[src/rtl/div_seq_signed_pkg.sv]
// Shared definitions for the sequential signed divider.
package div_pkg;
  localparam int DIV_WIDTH = 32;
  localparam int DIV_CNT_W = $clog2(DIV_WIDTH);

  localparam logic [1:0] DIV_IDLE = 2'd0;
  localparam logic [1:0] DIV_CALC = 2'd1;
  localparam logic [1:0] DIV_DONE = 2'd2;

  typedef enum logic [1:0] {
    S_IDLE = DIV_IDLE,
    S_CALC = DIV_CALC,
    S_DONE = DIV_DONE
  } div_state_e;
endpackage

[src/rtl/div_seq_signed_if.sv]
// Request/response bundle between the control unit (master) and the divider (slave).
interface div_seq_signed_if import div_pkg::*; #(parameter int WIDTH = DIV_WIDTH) ();
  logic             div_start;
  logic [WIDTH-1:0] dividend;
  logic [WIDTH-1:0] divisor;
  logic [WIDTH-1:0] lo;
  logic [WIDTH-1:0] hi;
  logic             div_fim;
  logic             div_by_zero;

  modport master (output div_start, dividend, divisor,
                  input  lo, hi, div_fim, div_by_zero);
  modport slave  (input  div_start, dividend, divisor,
                  output lo, hi, div_fim, div_by_zero);
endinterface

[src/rtl/div_seq_signed_abs_neg.sv]
// Conditional two's-complement negate; doubles as abs() when neg_i is the sign bit.
module div_abs_neg #(parameter int WIDTH = 32) (
  input  logic [WIDTH-1:0] val_i,
  input  logic             neg_i,
  output logic [WIDTH-1:0] res_o
);
  // INT_MIN maps to itself, which is the correct unsigned magnitude and the wrapped result.
  assign res_o = neg_i ? -val_i : val_i;
endmodule

[src/rtl/div_seq_signed.sv]
// Multicycle signed divider: restoring division on magnitudes, then sign fix-up.
// Quotient to lo, remainder to hi, one-cycle div_fim, div_by_zero alongside it.
module div_seq_signed import div_pkg::*; #(
  parameter int WIDTH = DIV_WIDTH
) (
  input logic              clock,
  input logic              reset,
  div_seq_signed_if.slave  bus
);
  localparam int CW = (WIDTH > 1) ? $clog2(WIDTH) : 1;
  typedef logic [CW-1:0] cnt_t;
  localparam cnt_t CNT_INIT = cnt_t'(WIDTH - 1);

  div_state_e       state_q, state_d;
  cnt_t             cnt_q, cnt_d;
  logic [WIDTH-1:0] dvs_q, dvs_d, rem_q, rem_d, quo_q, quo_d;
  logic [WIDTH-1:0] lo_q, lo_d, hi_q, hi_d;
  logic             qneg_q, qneg_d, rneg_q, rneg_d, dbz_q, dbz_d;

  logic [WIDTH-1:0] a_abs, b_abs, lo_fix, hi_fix, rem_nx, quo_nx;
  logic [WIDTH:0]   rem_sh, trial;
  logic             ge;

  div_abs_neg #(.WIDTH(WIDTH)) u_abs_a (.val_i(bus.dividend), .neg_i(bus.dividend[WIDTH-1]), .res_o(a_abs));
  div_abs_neg #(.WIDTH(WIDTH)) u_abs_b (.val_i(bus.divisor),  .neg_i(bus.divisor[WIDTH-1]),  .res_o(b_abs));
  div_abs_neg #(.WIDTH(WIDTH)) u_fix_q (.val_i(quo_nx),       .neg_i(qneg_q),                .res_o(lo_fix));
  div_abs_neg #(.WIDTH(WIDTH)) u_fix_r (.val_i(rem_nx),       .neg_i(rneg_q),                .res_o(hi_fix));

  // One restoring step: shift {rem,quo} left, keep the trial difference if it did not go negative.
  always_comb begin
    rem_sh = {rem_q, quo_q[WIDTH-1]};
    trial  = rem_sh - {1'b0, dvs_q};
    ge     = ~trial[WIDTH];
    rem_nx = ge ? trial[WIDTH-1:0] : rem_sh[WIDTH-1:0];
    quo_nx = {quo_q[WIDTH-2:0], ge};
  end

  // Next-state and datapath updates; start is only looked at in IDLE.
  always_comb begin
    state_d = state_q;
    cnt_d   = cnt_q;
    dvs_d   = dvs_q;
    rem_d   = rem_q;
    quo_d   = quo_q;
    lo_d    = lo_q;
    hi_d    = hi_q;
    qneg_d  = qneg_q;
    rneg_d  = rneg_q;
    dbz_d   = dbz_q;
    unique case (state_q)
      S_IDLE: if (bus.div_start) begin
        if (bus.divisor == '0) begin
          dbz_d   = 1'b1;
          state_d = S_DONE;
        end else begin
          dbz_d   = 1'b0;
          dvs_d   = b_abs;
          quo_d   = a_abs;
          rem_d   = '0;
          qneg_d  = bus.dividend[WIDTH-1] ^ bus.divisor[WIDTH-1];
          rneg_d  = bus.dividend[WIDTH-1];
          cnt_d   = CNT_INIT;
          state_d = S_CALC;
        end
      end
      S_CALC: begin
        rem_d = rem_nx;
        quo_d = quo_nx;
        if (cnt_q == '0) begin
          lo_d    = lo_fix;
          hi_d    = hi_fix;
          state_d = S_DONE;
        end else begin
          cnt_d = cnt_q - cnt_t'(1);
        end
      end
      S_DONE: begin
        dbz_d   = 1'b0;
        state_d = S_IDLE;
      end
      default: state_d = S_IDLE;
    endcase
  end

  // State and datapath registers; reset aborts any divide in flight.
  always_ff @(posedge clock or posedge reset) begin
    if (reset) begin
      state_q <= S_IDLE;
      cnt_q   <= '0;
      dvs_q   <= '0;
      rem_q   <= '0;
      quo_q   <= '0;
      lo_q    <= '0;
      hi_q    <= '0;
      qneg_q  <= 1'b0;
      rneg_q  <= 1'b0;
      dbz_q   <= 1'b0;
    end else begin
      state_q <= state_d;
      cnt_q   <= cnt_d;
      dvs_q   <= dvs_d;
      rem_q   <= rem_d;
      quo_q   <= quo_d;
      lo_q    <= lo_d;
      hi_q    <= hi_d;
      qneg_q  <= qneg_d;
      rneg_q  <= rneg_d;
      dbz_q   <= dbz_d;
    end
  end

  assign bus.lo          = lo_q;
  assign bus.hi          = hi_q;
  assign bus.div_fim     = (state_q == S_DONE);
  assign bus.div_by_zero = (state_q == S_DONE) && dbz_q;
endmodule
[src/flat_wrapper.sv]
// flat-port wrapper written by rule: the top's interface ports become plain ports
module div_seq_signed_flat import div_pkg::*;
#(
  parameter int WIDTH = DIV_WIDTH
)
  (clock, reset, bus_div_start, bus_dividend, bus_divisor, bus_lo, bus_hi, bus_div_fim, bus_div_by_zero);
  div_seq_signed_if #(.WIDTH(WIDTH)) bus_i ();
  input logic clock;
  input logic reset;
  input wire logic [$bits(bus_i.div_start)-1:0] bus_div_start;
  input wire logic [$bits(bus_i.dividend)-1:0] bus_dividend;
  input wire logic [$bits(bus_i.divisor)-1:0] bus_divisor;
  output wire logic [$bits(bus_i.lo)-1:0] bus_lo;
  output wire logic [$bits(bus_i.hi)-1:0] bus_hi;
  output wire logic [$bits(bus_i.div_fim)-1:0] bus_div_fim;
  output wire logic [$bits(bus_i.div_by_zero)-1:0] bus_div_by_zero;
  assign bus_i.div_start = bus_div_start;
  assign bus_i.dividend = bus_dividend;
  assign bus_i.divisor = bus_divisor;
  assign bus_lo = bus_i.lo;
  assign bus_hi = bus_i.hi;
  assign bus_div_fim = bus_i.div_fim;
  assign bus_div_by_zero = bus_i.div_by_zero;
  div_seq_signed #(.WIDTH(WIDTH)) u_core (.clock(clock), .reset(reset), .bus(bus_i));
endmodule
[config.mk]
export PLATFORM = sky130hd
export DESIGN_NAME = div_seq_signed_flat
export DESIGN_NICKNAME = d
export VERILOG_FILES = /design/src/rtl/div_seq_signed_pkg.sv /design/src/rtl/div_seq_signed_if.sv /design/src/rtl/div_seq_signed_abs_neg.sv /design/src/rtl/div_seq_signed.sv /design/src/flat_wrapper.sv
export SDC_FILE = /design/constraint.sdc
export NUM_CORES = 1
export LEC_CHECK = 0
export BUFFER_PORTS_ARGS = -buffer_cell sky130_fd_sc_hd__buf_2
export CAP_MARGIN = 40
export CORE_MARGIN = 5
export CORE_UTILIZATION = 60
export CTS_CLUSTER_SIZE = 28
export DETAILED_ROUTE_END_ITERATION = 10
export GPL_TIMING_DRIVEN = 0
export PLACE_DENSITY = 0.93
export SLEW_MARGIN = 40
export SYNTH_ARGS = -nofsm -noshare
export SYNTH_HDL_FRONTEND = slang
export SYNTH_SLANG_ARGS = --single-unit
[constraint.sdc]
create_clock -name clock -period 8.12 [get_ports clock]
set_input_delay 1.624 -clock clock [delete_from_list [all_inputs] [get_ports clock]]
set_output_delay 1.624 -clock clock [all_outputs]
set_load 0.02 [all_outputs]
After elaboration in Yosys (flattened, before gate mapping) --
Index checks and enable logic that the tools add are counted.
Word-level totals: logic and storage cells 59, input bits 67, output and inout port bits 66, register bits 170
Cells by class: muxes and demuxes 22, equal/unequal tests 6, reduce and logical (&&, ||, !) cells 12, add/subtract/negate cells 6, bitwise gates (word level) 3
Operators by type and width (count):
- two-way mux 32 bit | 9
- negation 32 bit | 4
- one-hot mux 32 bit (2 select lines) | 2
- subtractor 33 x 32 -> 33 bit | 1
- zero test 32 bit | 1
- two-way mux 5 bit | 3
- one-hot mux 5 bit (2 select lines) | 1
- two-way mux 2 bit | 3
- inequality test 2 bit (second input constant) | 3
- AND reduction 2 bit | 3
- AND reduction 3 bit | 2
- zero test 5 bit | 1
- subtractor 5 x 1 -> 5 bit (second input constant) | 1
- one-hot mux 2 bit (2 select lines) | 1
- AND reduction 4 bit | 1
- nonzero test 2 bit | 2
- == test 2 x 1 -> 1 bit (second input constant) | 1
- == test 2 bit (second input constant) | 1
- zero test 2 bit | 1
- two-way mux 1 bit | 2
- inequality test 2 x 1 -> 1 bit (second input constant) | 1
- NOT 1 bit | 2
- one-hot mux 1 bit (2 select lines) | 1
- logical AND 1 bit | 1
- XOR 1 bit | 1

Depth between registers and ports, before layout --
depth in word-level cells 5, mapped depth 25, depth with buffers taken out 21

By module --
From an unflattened synthesis, not the netlist that was laid out.
Second synthesis, totals: cells, all modules 1338, area total of the unflattened synthesis 12169.2 um2
By module, submodules not included:
- div_seq_signed | cells an instance 906, seq. area each 4254.1 um2, area each 9101.2 um2, instances 1
- div_abs_neg | cells an instance 108, seq. area each 0.0 um2, area each 767.0 um2, instances 4

Worst setup path after synthesis --
OpenSTA, ideal clock, no wires.
path kind register -> register, start register u_core.rem_q[24], end register u_core.hi_q[28] (netlist: u_core.bus.hi[28]), setup slack 3238 ps, library setup time 125 ps, buffers on the path 5, arrival time 4757 ps, cell stages (with the launch flop) 23, clock period less this slack 4882 ps, data required time 7995 ps, cells stage by stage dfrtp_1 ha_1 clkbuf_1 a211oi_1 nor2_1 a2111oi_2 nor3_1 or3_1 o211a_1 buf_2 inv_1 buf_4 buf_2 buf_1 nor2_1 a21oi_1 ha_1 nor3b_1 and3_1 o221ai_2 o31ai_1 xor2_1 mux2_2
On the way: longest elaborated chain between the ends 4
Ends and longest elaborated chain:
- start, declared | RTL line div_seq_signed.sv:16 | logic [WIDTH-1:0] dvs_q, dvs_d, rem_q, rem_d, quo_q, quo_d;
- start signal, assigned | RTL line div_seq_signed.sv:102 | rem_q <= rem_d;
- subtractor 33 x 32 -> 33 bit | RTL line div_seq_signed.sv:32 | trial = rem_sh - {1'b0, dvs_q};
- two-way mux 32 bit * | RTL line div_seq_signed.sv:34 | rem_nx = ge ? trial[WIDTH-1:0] : rem_sh[WIDTH-1:0];
- negation 32 bit | RTL line div_seq_signed_abs_neg.sv:8 | assign res_o = neg_i ? -val_i : val_i;
- two-way mux 32 bit * | RTL line div_seq_signed_abs_neg.sv:8
- end signal, assigned | RTL line div_seq_signed.sv:105 | hi_q <= hi_d;
- end, declared | RTL line div_seq_signed.sv:17 | logic [WIDTH-1:0] lo_q, lo_d, hi_q, hi_d;
Every way passes the cells marked *; elsewhere a longest branch is shown, timed or not. A chain may end at the register's enable or synchronous reset.

Worst setup path after layout --
start register u_core.quo_q[31], end register u_core.hi_q[28] (netlist: u_core.bus.hi[28])
On the way: longest elaborated chain between the ends 4
Ends and longest elaborated chain:
- start, declared | RTL line div_seq_signed.sv:16
- start signal, assigned | RTL line div_seq_signed.sv:103 | quo_q <= quo_d;
- subtractor 33 x 32 -> 33 bit | RTL line div_seq_signed.sv:32
- two-way mux 32 bit * | RTL line div_seq_signed.sv:34
- negation 32 bit | RTL line div_seq_signed_abs_neg.sv:8
- two-way mux 32 bit * | RTL line div_seq_signed_abs_neg.sv:8
Marked as above.

==> summary.txt <==
Synthesis
  – Number of enable flip-flop cells after synthesis: 0
  – Synthesized flop and latch total: 170
  – Mapped Area: 11870 um2
  – Syn_area_per_cell: 8.263 um2
  – Synth unique cells: 81
  – Seq/Total Area, Yosys: 0.3583
  – Synth Flop Type: dfrtp_1
  – Synth Warn #: 0
  – Syn Inst Count: 1437
  – Post-synth ARST share: 1.000
  – Syn_nets: 1543

Global route
  – GRT overflow: 0
  – First-pass GRT wire length: 57.75 mm
  – Gr usage total: 0.3194
  – Largest net degree at the start of global routing: 80
  – Initial antenna violation count: 1
  – Vias in the first global route: 11492

Clocking
  – Cts bufs inserted: 17
  – Postcts setup bufs: 0
  – Cts hold-fix bufs: 0
  – Clock Tree Root: clkbuf_16
  – Worst-path clk slew: 70 ps
  – CTS Buffer Depth: 2
  – Sink Count: 170
  – CTS tree: built
  – Worst-skew pair later-pin latency: 450 ps
  – PostCTS Resize Cnt: 0
  – H-tree Lvls: 4

Critical path
  – Crit path DAT: 6450 ps
  – Crit. End Element: register
  – CP max FO: 10
  – CP required: 8460 ps
  – Critical path type: reg -> reg
  – Crit start category: register
  – Worst R2R End: u_core.bus.hi[28]
  – Origin of the critical flop-to-flop path: u_core.quo_q[31]
  – Reg2reg path depth: 23
  – Reg2reg setup slack: 2000 ps

Route
  – DR vias/cell: 6.374
  – Routed WL: 35.78 mm
  – Via count: 11906
  – Drt pass-1 iters: 6
  – Residual DRC count: 0
  – Wire per inst: 19.16 um
  – Routed Antenna Nets: 0
  – DRT iter0 DRCs: 1538

Flow run
  – Max cap viols: 0

Min path
  – Worst Hold Class: reg -> reg
  – Hold Crit Start: u_core.bus.lo[22]
  – Hold path cells: 2
  – WHS Endpoint: u_core.bus.lo[22]

STA
  – Worst Hold Margin: 477.8 ps
  – Relative slew slack: 0.4283
  – RSZ-0062 raised after global routing: no
  – Post-layout min period: 6117 ps
  – Final setup vio count: 0
  – Worst-Margin Slew: 849.8 ps
  – Fin Setup TNS: 0 ps
  – Max Fclk: 163.5 MHz
  – Worst Skew: 13.63 ps
  – Max Slew Vio Count: 0
  – Final Hold Violating Endpoints: 0
  – Tcrit/Tclk final: 0.7533

Floorplanning
  – Core box area: 19460 um2
  – Height of the die: 150.7 um
  – Chip Width: 150.7 um
  – Row count: 51
  – Initial Utilization: 0.6101
  – Die area: 22700 um2
  – I/O pin count: 133

Power
  – P_leak: 5.945 nW
  – Combinational share of power: 0.637
  – Internal power: 0.003264 W
  – Flop pwr share: 0.237
  – Clock power frac: 0.126
  – Switch share: 0.5177
  – Pwr Density: 499.8 nW/um2
  – P_sw: 0.003504 W
  – Maximum VDD drop: 0.2420 mV

Placed design
  – Final RePlAce weighted congestion: 0.9955
  – Placed wire-length estimate: 27.14 mm
  – I/O Buffers: 132

Cells and area
  – Number of fill cells: 1548
  – Most common cell after layout, fill and taps aside: nand2_1
  – # diodes: 0
  – Most frequent cells in the layout: nand2_1 (189), dfrtp_1 (170), o21ai_0 (165)
  – Nets: 1696
  – Share of layout cells above drive strength 1: 0.1416
  – Area Growth Syn to Fin: 14.05%

Outcome
  – Outcome: finished clean
cells in the mapped netlist (3+ instances only):
| library cell | n | area share |
|---|---|---|
| or4_1 | 12 | 0.0076 |
| buf_4 | 7 | 0.0044 |
| o21ai_0 | 165 | 0.070 |
| o221ai_1 | 3 | 0.0022 |
| a211o_1 | 3 | 0.0022 |
| ha_1 | 38 | 0.040 |
| dfrtp_1 | 170 | 0.36 |
| o2bb2ai_1 | 3 | 0.0022 |
| nand2b_1 | 16 | 0.0084 |
| mux2_2 | 7 | 0.0066 |
| and2_1 | 8 | 0.0042 |
| o21a_1 | 10 | 0.0063 |
| a21boi_0 | 5 | 0.0032 |
| mux2i_1 | 21 | 0.018 |
| o211a_1 | 3 | 0.0025 |
| a31oi_1 | 7 | 0.0037 |
| a21oi_1 | 75 | 0.032 |
| nand3_1 | 72 | 0.030 |
| and3_1 | 3 | 0.0016 |
| xnor2_1 | 61 | 0.045 |
| o21ai_1 | 4 | 0.0017 |
| buf_1 | 5 | 0.0016 |
| or3_1 | 30 | 0.016 |
| nor4_1 | 13 | 0.0068 |
| o41ai_1 | 15 | 0.011 |
| o211ai_1 | 39 | 0.025 |
| or2_2 | 6 | 0.0032 |
| xor2_1 | 72 | 0.053 |
| clkbuf_1 | 57 | 0.018 |
| inv_1 | 52 | 0.016 |
| buf_2 | 18 | 0.0076 |
| nor3_1 | 29 | 0.012 |
| o31ai_1 | 34 | 0.021 |
| a21oi_2 | 5 | 0.0037 |
| o2111ai_1 | 3 | 0.0022 |
| nor2b_1 | 5 | 0.0026 |
| nand2_1 | 189 | 0.060 |
| nor2_1 | 85 | 0.027 |
| nand4_1 | 17 | 0.0090 |
| a21o_1 | 9 | 0.0057 |
| a211oi_1 | 6 | 0.0038 |
| o31a_1 | 4 | 0.0030 |
| nor4b_1 | 3 | 0.0022 |
worst max-delay path: stages, from the launching register on:
cell	delay (ps)
dfrtp_1	430
inv_1	70
ha_1	280
fa_1	420
nand2b_2	220
a21oi_2	270
o21ai_0	170
a21oi_1	360
o211ai_1	130
o211a_1	140
buf_2	190
inv_1	150
buf_4	220
buf_2	290
buf_1	500
nor2_1	80
a21oi_1	220
ha_1	220
nor3b_1	440
and3_1	310
o221ai_2	170
o31ai_1	340
xor2_1	100
mux2_2	270
per-stage QoR:
step / power [W] / utilization / instances / instance area [um2] / setup slack (ps)
final: 0.006768 / 0.6958 / 1868 / 13540 / 2003
after CTS: 0.006648 / 0.6958 / 1868 / 13540 / 2128
after detailed placement: 0.005772 / 0.6643 / 1836 / 12930 / 2162
after global routing: 0.007231 / 0.6958 / 1868 / 13540 / 1674
after global placement: 0.005635 / 0.6611 / 1834 / 12870 / 196.5
after floorplan: 0.004594 / - / 1437 / 11870 / 1893
sequential cells by signal, indices dropped and copies added (netlist names), 2 cells and up:
signal	cells
u_core.bus.hi	32
u_core.bus.lo	32
u_core.cnt_q	5
u_core.dvs_q	32
u_core.quo_q	32
u_core.rem_q	32
u_core.state_q	2
how the worst max path moves through the flow:
| stage | cells past startpoint | start | to |
|---|---|---|---|
| floorplan | 1 | reset | u_core.bus.hi[0] |
| global placement | 2 | reset | u_core.dvs_q[6] |
| detailed placement | 23 | u_core.quo_q[31] | u_core.bus.hi[28] |
| CTS | 23 | u_core.quo_q[31] | u_core.bus.hi[28] |
| global route | 22 | u_core.rem_q[18] | u_core.bus.hi[28] |
| finish | 23 | u_core.quo_q[31] | u_core.bus.hi[28] |
cell type report:
| class | instances | area [um2] | area share |
|---|---|---|---|
| Buffer | 87 | 375.4 | 0.02772 |
| Clock buffer | 20 | 456.7 | 0.03372 |
| Clock inverter | 12 | 156.4 | 0.01155 |
| Inverter | 52 | 202.7 | 0.01497 |
| Multi-Input combinational cell | 1128 | 7049 | 0.5206 |
| Sequential cell | 170 | 4254 | 0.3141 |
| Tap cell | 265 | 331.6 | 0.02448 |
| Timing Repair Buffer | 134 | 715.7 | 0.05285 |
power groups by stage:
stage / clock (W) / sequential (W) / combinational (W)
floorplan: 0 / 0.00165 / 0.00295
global placement: 0 / 0.00157 / 0.00406
detailed placement: 0 / 0.00159 / 0.00418
CTS: 0.000850 / 0.00158 / 0.00422
global route: 0.000888 / 0.00164 / 0.00470
finish: 0.000852 / 0.00160 / 0.00431
cells by family (layout without fill, tap and decap cells):
family,after synthesis,in the layout,synth area share
xor gates and xnor gates,133,133,0.09810
buffers and inverters,139,305,0.04805
DFF,170,170,0.3583
AOI/OAI and AO/OA,419,419,0.2218
adders and majority gates,39,39,0.04173
muxes,28,28,0.02434
and+or+nand+nor,509,509,0.2077
layer usage:
metal / routed length [um] / GRT usage / part of all wire
met3: 3853 / 0.06201 / 0.11
met4: 1596 / 0.1510 / 0.045
met2: 16570 / 0.5190 / 0.46
met1: 13740 / 0.4116 / 0.38
met5: 15 / 0 / 0.00042
Power figures use the tool's default switching activity.
